### src/rtl/line_burst_reader.sv
// Cache-line burst reader: walks one line of a combinational-read RAM and emits it as a valid/ready burst.
// Optional critical-word-first ordering is enabled by defining LINE_BURST_READER_CRIT_WORD_FIRST_EN.
module line_burst_reader #(
  parameter int DATA_WIDTH   = 32,
  parameter int ADDR_WIDTH   = 10,
  parameter int OFFSET_WIDTH = 3
) (
  input  logic                             clk,
  input  logic                             resetn,
  input  logic                             req_valid,
  output logic                             req_ready,
  input  logic [ADDR_WIDTH-OFFSET_WIDTH-1:0] req_line,
  input  logic [OFFSET_WIDTH-1:0]          req_offset,
  output logic [ADDR_WIDTH-1:0]            raddr,
  input  logic [DATA_WIDTH-1:0]            rdata,
  output logic                             out_valid,
  input  logic                             out_ready,
  output logic [DATA_WIDTH-1:0]            out_data,
  output logic                             out_last,
  output logic                             busy
);

  localparam int LINE_WIDTH = ADDR_WIDTH - OFFSET_WIDTH;
  localparam logic [OFFSET_WIDTH:0] LAST_SENT = {1'b0, {OFFSET_WIDTH{1'b1}}};

  typedef enum logic [1:0] {
    ST_IDLE  = 2'd0,
    ST_READ  = 2'd1,
    ST_DRAIN = 2'd2
  } state_t;

  state_t                  state_q;
  logic [LINE_WIDTH-1:0]   base_q;
  logic [OFFSET_WIDTH-1:0] cnt_q;
  logic [OFFSET_WIDTH:0]   sent_q;
  logic                    out_valid_q;
  logic                    out_last_q;
  logic [DATA_WIDTH-1:0]   out_data_q;

  logic [OFFSET_WIDTH-1:0] cnt_d;
  logic [OFFSET_WIDTH:0]   sent_d;
  logic [OFFSET_WIDTH-1:0] start_cnt_d;
  logic                    slot_free_s;

  assign cnt_d       = cnt_q + OFFSET_WIDTH'(1'b1);
  assign sent_d      = sent_q + (OFFSET_WIDTH + 1)'(1'b1);
  assign slot_free_s = !out_valid_q || out_ready;

`ifdef LINE_BURST_READER_CRIT_WORD_FIRST_EN
  assign start_cnt_d = req_offset;
`else
  logic unused_offset_s;
  assign unused_offset_s = ^req_offset;
  assign start_cnt_d     = {OFFSET_WIDTH{1'b0}};
`endif

  // Burst FSM: address walk, output slot and last-word tracking
  always_ff @(posedge clk or negedge resetn) begin
    if (!resetn) begin
      state_q     <= ST_IDLE;
      base_q      <= {LINE_WIDTH{1'b0}};
      cnt_q       <= {OFFSET_WIDTH{1'b0}};
      sent_q      <= {(OFFSET_WIDTH + 1){1'b0}};
      out_valid_q <= 1'b0;
      out_last_q  <= 1'b0;
      out_data_q  <= {DATA_WIDTH{1'b0}};
    end else begin
      case (state_q)
        ST_IDLE: begin
          if (req_valid) begin
            base_q  <= req_line;
            cnt_q   <= start_cnt_d;
            sent_q  <= {(OFFSET_WIDTH + 1){1'b0}};
            state_q <= ST_READ;
          end
        end
        ST_READ: begin
          // Last-word detection uses the word count, not the address, so wrap order still ends correctly
          if (slot_free_s) begin
            out_data_q  <= rdata;
            out_valid_q <= 1'b1;
            out_last_q  <= (sent_q == LAST_SENT);
            cnt_q       <= cnt_d;
            sent_q      <= sent_d;
            if (sent_q == LAST_SENT) begin
              state_q <= ST_DRAIN;
            end
          end
        end
        ST_DRAIN: begin
          if (out_valid_q && out_ready && out_last_q) begin
            out_valid_q <= 1'b0;
            out_last_q  <= 1'b0;
            state_q     <= ST_IDLE;
          end
        end
        default: begin
          state_q     <= ST_IDLE;
          out_valid_q <= 1'b0;
          out_last_q  <= 1'b0;
        end
      endcase
    end
  end

  assign raddr     = {base_q, cnt_q};
  assign out_valid = out_valid_q;
  assign out_last  = out_last_q;
  assign out_data  = out_data_q;
  assign req_ready = (state_q == ST_IDLE);
  assign busy      = (state_q != ST_IDLE);

endmodule

### config.mk
export PLATFORM = sky130hd
export DESIGN_NAME = line_burst_reader
export DESIGN_NICKNAME = d
export VERILOG_FILES = /design/src/rtl/line_burst_reader.sv
export SDC_FILE = /design/constraint.sdc
export NUM_CORES = 1
export LEC_CHECK = 0
export ABC_AREA = 0
export CORE_MARGIN = 2
export CORE_UTILIZATION = 40
export DETAILED_ROUTE_END_ITERATION = 10
export DONT_BUFFER_PORTS = 1
export PLACE_DENSITY = 0.51
export SLEW_MARGIN = 10
export SYNTH_ARGS = -nofsm -noshare
export SYNTH_HDL_FRONTEND = slang
export SYNTH_SLANG_ARGS = --single-unit
### constraint.sdc
create_clock -name clk -period 1.7 [get_ports clk]
set_clock_uncertainty 0.1 [all_clocks]
set_input_delay 0.34 -clock clk [delete_from_list [all_inputs] [get_ports clk]]
set_output_delay 0.34 -clock clk [all_outputs]
set_load 0.02 [all_outputs]
==> results of run 1 <==
[layer usage]
metal	up-vias	routed length, um	share of wire, %	global-route usage, %
li1	510	-	-	-
met1	587	1440	39	14.7
met2	52	1860	51	22.7
met3	5	311	8.5	4.76
met4	0	52	1.4	4.68
met5	-	0	0	0
[metrics by stage]
| step | setup WS [ns] | area (sq um) |
|---|---|---|
| 2_1_floorplan | 0.0987 | 2060 |
| 3_3_place_gp | 0.119 | 2170 |
| 3_5_place_dp | 0.0810 | 2170 |
| 4_1_cts | 0.0739 | 2320 |
| 5_1_grt | 0.0153 | 2320 |
| 6_report | 0.0874 | 2320 |
[worst max-delay path by stage]
stage	startpoint	endpoint	slack, ns	cells past startpoint
after floorplan	out_valid	out_data[10]	0.1	4
after global placement	state_q[1]	base_q[6]	0.12	2
after detailed placement	state_q[1]	base_q[6]	0.08	2
after CTS	state_q[1]	base_q[6]	0.07	2
after global routing	state_q[1]	base_q[6]	0.02	2
final	state_q[1]	base_q[6]	0.09	2
[cells by family after synthesis]
group	count (synthesis)	synth area share, %
adder cells (fa/ha/maj)	2	1.21
multiplexers	44	24.8
flip-flops	50	60.7
AO/OA/AOI/OAI	11	3.64
AND/OR/NAND/NOR	24	6.50
buffers and inverters	10	3.10
[cell usage after synthesis]
cell type / n / area (sq um)
sky130_fd_sc_hd__buf_6: 2 / 22.5
sky130_fd_sc_hd__mux2_4: 6 / 90.1
sky130_fd_sc_hd__or3b_1: 1 / 8.76
sky130_fd_sc_hd__mux2i_1: 5 / 50.1
sky130_fd_sc_hd__buf_4: 3 / 22.5
sky130_fd_sc_hd__nand2b_1: 2 / 12.5
sky130_fd_sc_hd__nand3_1: 7 / 35.0
sky130_fd_sc_hd__mux2_2: 4 / 45.0
sky130_fd_sc_hd__nor2_1: 2 / 7.51
sky130_fd_sc_hd__o21ai_1: 2 / 10.0
sky130_fd_sc_hd__inv_1: 5 / 18.8
sky130_fd_sc_hd__mux2_1: 29 / 327
sky130_fd_sc_hd__ha_1: 2 / 25.0
sky130_fd_sc_hd__dfrtp_1: 50 / 1250
sky130_fd_sc_hd__nand2_1: 7 / 26.3
sky130_fd_sc_hd__o22a_1: 1 / 8.76
sky130_fd_sc_hd__a21oi_1: 3 / 15.0
sky130_fd_sc_hd__and2b_4: 1 / 10.0
sky130_fd_sc_hd__o21ai_0: 1 / 5.00
sky130_fd_sc_hd__nor3_1: 1 / 5.00
sky130_fd_sc_hd__nor2b_1: 1 / 6.26
sky130_fd_sc_hd__o221ai_1: 2 / 17.5
sky130_fd_sc_hd__o211a_1: 1 / 10.0
sky130_fd_sc_hd__a22o_1: 1 / 8.76
sky130_fd_sc_hd__or4_4: 1 / 11.3
sky130_fd_sc_hd__nor2_4: 1 / 11.3
[registers in the layout (all words and copies together), names as in the netlist]
| name | flops |
|---|---|
| out_last | 1 |
| base_q | 7 |
| sent_q | 4 |
| cnt_q | 3 |
| state_q | 2 |
| out_valid | 1 |
| out_data | 32 |
[worst max-delay path, stage by stage, from the launching register on]
cell	delay [ns]
sky130_fd_sc_hd__dfrtp_1	0.39
sky130_fd_sc_hd__or3b_1	0.62
sky130_fd_sc_hd__mux2_1	0.39
[area by class of cell]
cell class,instances,area share [%]
inverter,5,0.810
clock buffer,7,3.29
sequential,50,54.0
multi-input combinational,81,32.2
tap,70,3.78
clock inverter,1,1.30
timing repair buffer,8,4.64
[power by group through the flow]
stage	Sequential [mW]	Clock, mW	Combinational (mW)
floorplan	1.34	0	0.0389
global placement	1.35	0	0.0406
detailed placement	1.35	0	0.0444
CTS	1.33	0.831	0.0775
global route	1.33	0.895	0.0847
finish	1.33	0.793	0.0738
[cell usage in the layout, fill, tap and decap left out, drive strengths merged, types with 3 or more instances in the layout]
cell    count
dfrtp      50
mux2       39
nand2       7
nand3       7
clkbuf      7
buf         7
inv         5
mux2i       5
a21oi       3
nor2        3
o21ai       3
==> summary.txt, run 1 <==
Job
  – Max-cap violation count: 0

Min path
  – Hold path depth: 1
  – Startpoint of the tightest hold check path: req_line[6]
  – Worst Hold End: base_q[6]
  – Class of the most critical hold timing path: primary input to register

STA
  – Share of the cycle needed by the critical path after routing: 94.9%
  – Setup repair after global routing missed its margin: no
  – Max frequency: 0.620 GHz
  – Hold_ws: 0.0782 ns
  – Number of pins with negative max-slew slack in the final report: 0
  – Final Hold Viols: 0
  – Number of endpoints failing setup at the final stage: 0
  – Slew at the pin with the worst max-slew slack: 0.519 ns
  – Minimum clock period after layout: 1.61 ns
  – TNS Setup: 0 ns
  – Worst slew slack as a fraction of its limit: 65.4%

Synth
  – Number of warnings reported in the yosys synthesis log: 0
  – Per-instance average area after synthesis: 14.6 sq um
  – Count of state elements after synthesis: 50
  – Cell area after technology mapping: 0.00206 sq mm
  – Number of instances in the synthesized netlist: 141
  – Post-synthesis sequential area ratio: 60.7%
  – Library cells used by synthesis: 26
  – Synthesized net count: 189

Routing
  – Routed wire length: 3.66 mm
  – Average vias per placed instance: 5.20
  – Via count: 1154
  – Post-detailed-route DRC marker count: 0
  – Drt first-iter violations: 27
  – Routed wirelength normalized by instance count: 16.5 um
  – Post-route ant nets: 0
  – First drt pass iteration count: 4

Global route
  – Vias in the first global route: 1196
  – GRT overflow: 0
  – Pin count of the biggest net entering global routing: 51
  – First-pass GRT wire length: 5.56 mm
  – Antenna violations before repair: 0
  – Global routing usage summed across all routing layers: 13.1%

Worst setup path
  – Category of the worst setup path capture point: register
  – Depth of the most critical reg-to-reg path: 2
  – WS Path Type: register to register
  – Arrival time of data at the critical path endpoint: 1.69 ns
  – Worst r2r src: state_q[1]
  – Critical path required time: 1.78 ns
  – Launching element type of the critical path: register
  – Worst reg2reg setup slack: 0.09 ns
  – Max FO, Critical Path: 11
  – R2R Path End: base_q[6]

Clock tree
  – H-tree depth: 2
  – CTS tree: yes
  – Clock Path Buffers: 2
  – Cts bufs inserted: 5
  – Clock root cell: sky130_fd_sc_hd__clkbuf_8
  – Number of gates given a new drive strength after cts: 0
  – Total setup buffers inserted after CTS: 0
  – Insertion delay to the later sink of the worst-skew pair: 0.29 ns
  – Quantity of hold-fixing buffers added after cts: 2
  – Clock-pin slew on the worst setup and hold paths: 0.08 ns
  – Sink count of the clock tree: 50

Power and ir drop
  – Switching power share of the total: 21.8%
  – Static leakage power: 1.03 nW
  – Peak supply drop: 0.352 mV
  – Share of power burned in registers: 60.5%
  – Power per cell area: 946 mW/mm^2
  – Fraction of power consumed by the clock network: 36.2%
  – Internal Pwr Total: 1.71 mW
  – Switching power of the nets: 0.478 mW
  – Final total power: 2.19 mW
  – Part of the power in combinational logic: 3.4%

Finish
  – Area taken by multi-input logic gates: 746 sq um
  – Register Area: 0.00125 sq mm
  – Layout cells sized above 1: 17.1%
  – Number of filler instances in the final layout: 458
  – Final net count: 199
  – Area growth syn-to-layout: 12.4%
  – Number of diodes added for antenna fixing: 0
  – Final Instance Count excl. Fillers: 222
  – Final core occ: 46.0%

Floorplanning
  – Die footprint: 0.00574 sq mm
  – Starting density of the core: 40.9%
  – Overall die width: 75.8 um
  – Rows: 26
  – Top-Level Pins: 92
  – Core box area: 0.00504 sq mm
  – Vertical die dimension: 75.8 um

Place
  – Final GP Congestion: 0.719
  – Total instance count after detailed placement: 212
  – Number of port buffers: 0
  – HPWL Detailed: 2.71 mm

Outcome
  – Outcome: finished clean
Note: power is estimated with default switching activity, not from simulation.
==> run 2, diff against run 1 <==
- GPL_ROUTABILITY_DRIVEN: unset -> 0
==> summary.txt, run 2 (synthesis results as in run 1) <==
Finish
  – Area taken by multi-input logic gates: 746 sq um (unchanged)
  – Final Instance Count excl. Fillers: 222 (unchanged)
  – Register Area: 0.00125 sq mm (unchanged)
  – Final net count: 199 (unchanged)
  – Area growth syn-to-layout: 12.6%
  – Number of flip-flops in the largest register: 32 (unchanged)
  – Number of filler instances in the final layout: 463 (+1.1%)
  – Number of diodes added for antenna fixing: 0 (unchanged)
  – Most frequent cells in the layout: sky130_fd_sc_hd__dfrtp_1, sky130_fd_sc_hd__mux2_1, sky130_fd_sc_hd__nand2_1, sky130_fd_sc_hd__nand3_1, sky130_fd_sc_hd__mux2_4
  – Leading cell type in the layout, fill and taps excluded: sky130_fd_sc_hd__dfrtp_1
  – Layout cells sized above 1: 18.4% (+1.3 points)

Min path
  – Class of the most critical hold timing path: primary input to register

Power and ir drop
  – Fraction of power consumed by the clock network: 36.6% (+0.4 points)
  – Switching power of the nets: 0.502 mW (+5.0%)
  – Peak supply drop: 0.385 mV (+9.4%)
  – Static leakage power: 1.04 nW (+0.53%)
  – Part of the power in combinational logic: 3.3% (about the same)
  – Internal Pwr Total: 1.71 mW (-0.41%)
  – Switching power share of the total: 22.7% (+0.91 points)
  – Share of power burned in registers: 60.0% (-0.5 points)
  – Power per cell area: 953 mW/mm^2 (+0.65%)

Floorplanning
  – Starting density of the core: 40.9% (unchanged)
  – Rows: 26 (unchanged)
  – Top-Level Pins: 92 (unchanged)
  – Vertical die dimension: 75.8 um (unchanged)
  – Core box area: 0.00504 sq mm (unchanged)
  – Die footprint: 0.00574 sq mm (unchanged)
  – Overall die width: 75.8 um (unchanged)

STA
  – Setup repair after global routing missed its margin: no
  – Worst slew slack as a fraction of its limit: 65.6% (+0.19 points)
  – Hold_ws: 0.0720 ns (-0.00619 ns)
  – Minimum clock period after layout: 1.61 ns (-0.000341 ns)
  – Final Hold Viols: 0 (unchanged)
  – Max frequency: 0.620 GHz (about the same)
  – Share of the cycle needed by the critical path after routing: 94.8% (about the same)
  – TNS Setup: 0 ns (unchanged)
  – Slew at the pin with the worst max-slew slack: 0.516 ns (-0.00285 ns)
  – Number of pins with negative max-slew slack in the final report: 0 (unchanged)
  – Number of endpoints failing setup at the final stage: 0 (unchanged)

Worst setup path
  – Worst path cell trace: or3b_1 -> mux2_1
  – Critical-path cell with the highest stage delay: sky130_fd_sc_hd__or3b_1
  – Max FO, Critical Path: 11 (unchanged)
  – Arrival time of data at the critical path endpoint: 1.70 ns (about the same)
  – Category of the worst setup path capture point: register
  – Number of buffers and inverters on the critical path: 0 (unchanged)
  – Largest stage delay, worst path: 0.61 ns (about the same)
  – Launching element type of the critical path: register
  – Critical path required time: 1.79 ns (about the same)
  – Cell family contributing the most delay on the critical path: simple AND/OR/NAND/NOR gates
  – WS Path Type: register to register

Place
  – HPWL Detailed: 2.80 mm (+3.1%)
  – Number of port buffers: 0 (unchanged)
  – Total instance count after detailed placement: 212 (unchanged)

Clock tree
  – Clock root cell: sky130_fd_sc_hd__clkbuf_8
  – Number of gates given a new drive strength after cts: 0 (unchanged)
  – Insertion delay to the later sink of the worst-skew pair: 0.30 ns (about the same)
  – Clock-pin slew on the worst setup and hold paths: 0.09 ns (about the same)
  – Cts bufs inserted: 5 (unchanged)
  – Quantity of hold-fixing buffers added after cts: 2 (unchanged)
  – Total setup buffers inserted after CTS: 0 (unchanged)
  – Clock Path Buffers: 2 (unchanged)
  – CTS tree: yes
  – Sink count of the clock tree: 50 (unchanged)
  – H-tree depth: 2 (unchanged)

Global route
  – Antenna violations before repair: 0 (unchanged)
  – Vias in the first global route: 1215 (+1.6%)
  – Pin count of the biggest net entering global routing: 51 (unchanged)
  – First-pass GRT wire length: 5.84 mm (+5.1%)
  – GRT overflow: 0 (unchanged)
  – Global routing usage summed across all routing layers: 13.9% (+0.88 points)

Outcome
  – Outcome: finished clean

Job
  – Max-cap violation count: 0 (unchanged)

Routing
  – Post-route ant nets: 0 (unchanged)
  – Average vias per placed instance: 5.33 (+2.6%)
  – Via count: 1184 (+2.6%)
  – Routed wirelength normalized by instance count: 16.8 um (+2.0%)
  – First drt pass iteration count: 4 (unchanged)
  – Post-detailed-route DRC marker count: 0 (unchanged)
  – Drt first-iter violations: 32 (+19%)
  – Routed wire length: 3.73 mm (+2.0%)
run 2: area by class of cell:
cell class | instances | share of cell area, %
Clock buffer | 5 | 2.97
Clock inverter | 3 | 1.73
Inverter | 5 | 0.809
Multi-Input combinational cell | 81 | 32.1
Sequential cell | 50 | 53.9
Tap cell | 70 | 3.78
Timing Repair Buffer | 8 | 4.64
run 2: path summary, 6_finish.rpt:
kind | to | depth (start not counted) | slack [ns] | from
max | base_q[6] | 2 | 0.09 | state_q[1]
min | base_q[6] | 1 | 0.07 | req_line[6]
max reg2reg | base_q[6] | 2 | 0.09 | state_q[1]
max in group asynchronous | out_data[22] | 2 | 0.84 | resetn
min in group asynchronous | out_valid | 2 | 0.44 | resetn
min reg2reg | sent_q[3] | 1 | 0.39 | sent_q[3]
run 2: stage by stage:
step	setup slack, ns	utilization (%)	total power [mW]	area, sq um
global route	0.00308	46.0	2.33	2320
floorplan	0.0987	-	1.38	2060
detailed placement	0.0870	43.1	1.40	2170
finish	0.0877	46.0	2.21	2320
global placement	0.118	43.1	1.39	2170
CTS	0.0709	46.0	2.25	2320
run 2: metal layers:
metal	vias to the layer above	part of all wire (%)	GRT usage [%]
li1	517	-	-
met1	610	36	15.2
met2	50	52	23.6
met3	7	9.9	6.22
met4	0	1.7	5.85
met5	-	0	0
run 2: power groups by stage:
stage	sequential, mW	combinational [mW]	clock, mW
6_report	1.33	0.0737	0.809
5_1_grt	1.33	0.0849	0.909
3_3_place_gp	1.35	0.0406	0
2_1_floorplan	1.34	0.0389	0
3_5_place_dp	1.35	0.0443	0
4_1_cts	1.33	0.0778	0.839
run 2: worst register-to-register path, cell delays in order (launching register included):
cell                      delay, ns
sky130_fd_sc_hd__dfrtp_1       0.39
sky130_fd_sc_hd__or3b_1        0.61
sky130_fd_sc_hd__mux2_1        0.40
==> run 3, diff against run 2 <==
- CORE_ASPECT_RATIO: unset -> 0.8
- CORE_MARGIN: 2 -> unset
- CTS_BUF_LIST: unset -> sky130_fd_sc_hd__clkbuf_4 sky130_fd_sc_hd__clkbuf_8 sky130_fd_sc_hd__clkbuf_16
==> summary.txt, run 3 (synthesis results as in run 1) <==
STA
  – Final Hold Viols: 0 (unchanged)
  – Final WS setup: 0.0733 ns (-0.0144 ns)
  – Minimum clock period after layout: 1.63 ns (+0.0144 ns)
  – Share of the cycle needed by the critical path after routing: 95.7% (+0.85 points)
  – Worst slew slack as a fraction of its limit: 68.1% (+2.5 points)
  – Max frequency: 0.615 GHz (-0.89%)
  – Number of pins with negative max-slew slack in the final report: 0 (unchanged)
  – Slew at the pin with the worst max-slew slack: 0.479 ns (-0.0370 ns)
  – Setup repair after global routing missed its margin: no
  – Number of endpoints failing setup at the final stage: 0 (unchanged)
  – TNS Setup: 0 ns (unchanged)

Worst setup path
  – Critical path required time: 1.77 ns (-0.02 ns)
  – Cell family contributing the most delay on the critical path: simple AND/OR/NAND/NOR gates
  – Max FO, Critical Path: 9 (-2)
  – Largest stage delay, worst path: 0.60 ns (about the same)
  – Category of the worst setup path capture point: register
  – Critical-path cell with the highest stage delay: sky130_fd_sc_hd__or3b_1
  – Arrival time of data at the critical path endpoint: 1.70 ns (about the same)
  – Worst path cell trace: or3b_1 -> mux2_1
  – Number of buffers and inverters on the critical path: 0 (unchanged)
  – Launching element type of the critical path: register
  – WS Path Type: register to register

Floorplanning
  – Overall die width: 82.3 um (+8.5%)
  – Die footprint: 0.00544 sq mm (-5.2%)
  – Starting density of the core: 43.3% (+2.4 points)
  – Vertical die dimension: 66.2 um (-13%)
  – Top-Level Pins: 92 (unchanged)
  – Core box area: 0.00476 sq mm (-5.6%)
  – Rows: 22 (-15%)

Global route
  – First-pass GRT wire length: 5.69 mm (-2.6%)
  – Pin count of the biggest net entering global routing: 51 (unchanged)
  – Antenna violations before repair: 0 (unchanged)
  – Vias in the first global route: 1187 (-2.3%)
  – GRT overflow: 0 (unchanged)
  – Global routing usage summed across all routing layers: 14.1% (+0.13 points)

Clock tree
  – Sink count of the clock tree: 50 (unchanged)
  – Clock root cell: sky130_fd_sc_hd__clkbuf_8
  – Clock Path Buffers: 2 (unchanged)
  – Insertion delay to the later sink of the worst-skew pair: 0.28 ns (-0.02 ns)
  – Cts bufs inserted: 5 (unchanged)
  – Quantity of hold-fixing buffers added after cts: 2 (unchanged)
  – H-tree depth: 2 (unchanged)
  – Clock-pin slew on the worst setup and hold paths: 0.09 ns (about the same)
  – Total setup buffers inserted after CTS: 0 (unchanged)
  – CTS tree: yes
  – Number of gates given a new drive strength after cts: 0 (unchanged)

Finish
  – Number of flip-flops in the largest register: 32 (unchanged)
  – Layout cells sized above 1: 19.0% (+0.53 points)
  – Number of diodes added for antenna fixing: 0 (unchanged)
  – Number of filler instances in the final layout: 412 (-11%)
  – Area growth syn-to-layout: 11.7%
  – Final Instance Count excl. Fillers: 213 (-4.1%)
  – Final net count: 200 (+0.50%)
  – Leading cell type in the layout, fill and taps excluded: sky130_fd_sc_hd__dfrtp_1
  – Most frequent cells in the layout: sky130_fd_sc_hd__dfrtp_1, sky130_fd_sc_hd__mux2_1, sky130_fd_sc_hd__nand2_1, sky130_fd_sc_hd__nand3_1

Outcome
  – Outcome: finished clean

Routing
  – First drt pass iteration count: 4 (unchanged)
  – Drt first-iter violations: 52 (+63%)
  – Average vias per placed instance: 5.30 (-0.70%)
  – Post-route ant nets: 0 (unchanged)
  – Routed wirelength normalized by instance count: 16.3 um (-2.9%)
  – Routed wire length: 3.47 mm (-6.8%)
  – Post-detailed-route DRC marker count: 0 (unchanged)
  – Via count: 1128 (-4.7%)

Power and ir drop
  – Peak supply drop: 0.446 mV (+16%)
  – Static leakage power: 1.03 nW (-0.63%)
  – Power per cell area: 906 mW/mm^2 (-4.9%)

Place
  – Post-placement setup slack: 0.0758 ns (-0.0112 ns)
  – HPWL Detailed: 2.48 mm (-11%)
  – Total instance count after detailed placement: 203 (-4.2%)
  – Number of port buffers: 0 (unchanged)

Min path
  – Class of the most critical hold timing path: primary input to register

Job
  – Max-cap violation count: 0 (unchanged)
[run 3: layout make-up]
class / count / area (sq um) / share of cell area (%)
sequential: 50 / 1250 / 54.4
tap: 60 / 75.1 / 3.26
clock buffer: 6 / 82.6 / 3.59
inverter: 5 / 18.8 / 0.816
timing repair buffer: 9 / 115 / 5.00
clock inverter: 2 / 12.5 / 0.544
multi-input combinational: 81 / 746 / 32.4
[run 3: layer usage]
layer | part of all wire (%) | up-vias | wire [um] | GRT usage [%]
met5 | 0 | - | 0 | 0
met4 | 0.52 | 0 | 18 | 3.95
met3 | 8.5 | 2 | 294 | 5.38
met2 | 47 | 56 | 1650 | 22.7
met1 | 43 | 559 | 1510 | 17.4
li1 | - | 511 | - | -
[run 3: worst paths after layout]
path                            start      endpoint  slack [ns]  depth (start not counted)
min reg2reg                 sent_q[3]     sent_q[3]        0.39                          1
min                         rdata[23]  out_data[23]        0.08                          1
max in group asynchronous      resetn  out_data[10]        0.82                          2
min in group asynchronous      resetn  out_data[17]        0.47                          2
max reg2reg                state_q[1]     base_q[6]        0.07                          2
max                        state_q[1]     base_q[6]        0.07                          2
[run 3: through the flow]
step | hold WS, ns | total power, mW | util (%) | instance area (sq um)
3_3_place_gp | -0.0545 | 1.39 | 45.5 | 2170
4_1_cts | 0.0634 | 2.14 | 48.3 | 2300
2_1_floorplan | -0.0556 | 1.38 | - | 2060
5_1_grt | 0.0555 | 2.20 | 48.3 | 2300
6_report | 0.0788 | 2.08 | 48.3 | 2300
3_5_place_dp | -0.0546 | 1.39 | 45.5 | 2170
[run 3: power by group]
part	switching (mW)	total [mW]	internal, mW
Clock	0.358	0.685	0.327
Sequential	0.0908	1.33	1.24
Combinational	0.0343	0.0739	0.0396
Total	0.483	2.08	1.60
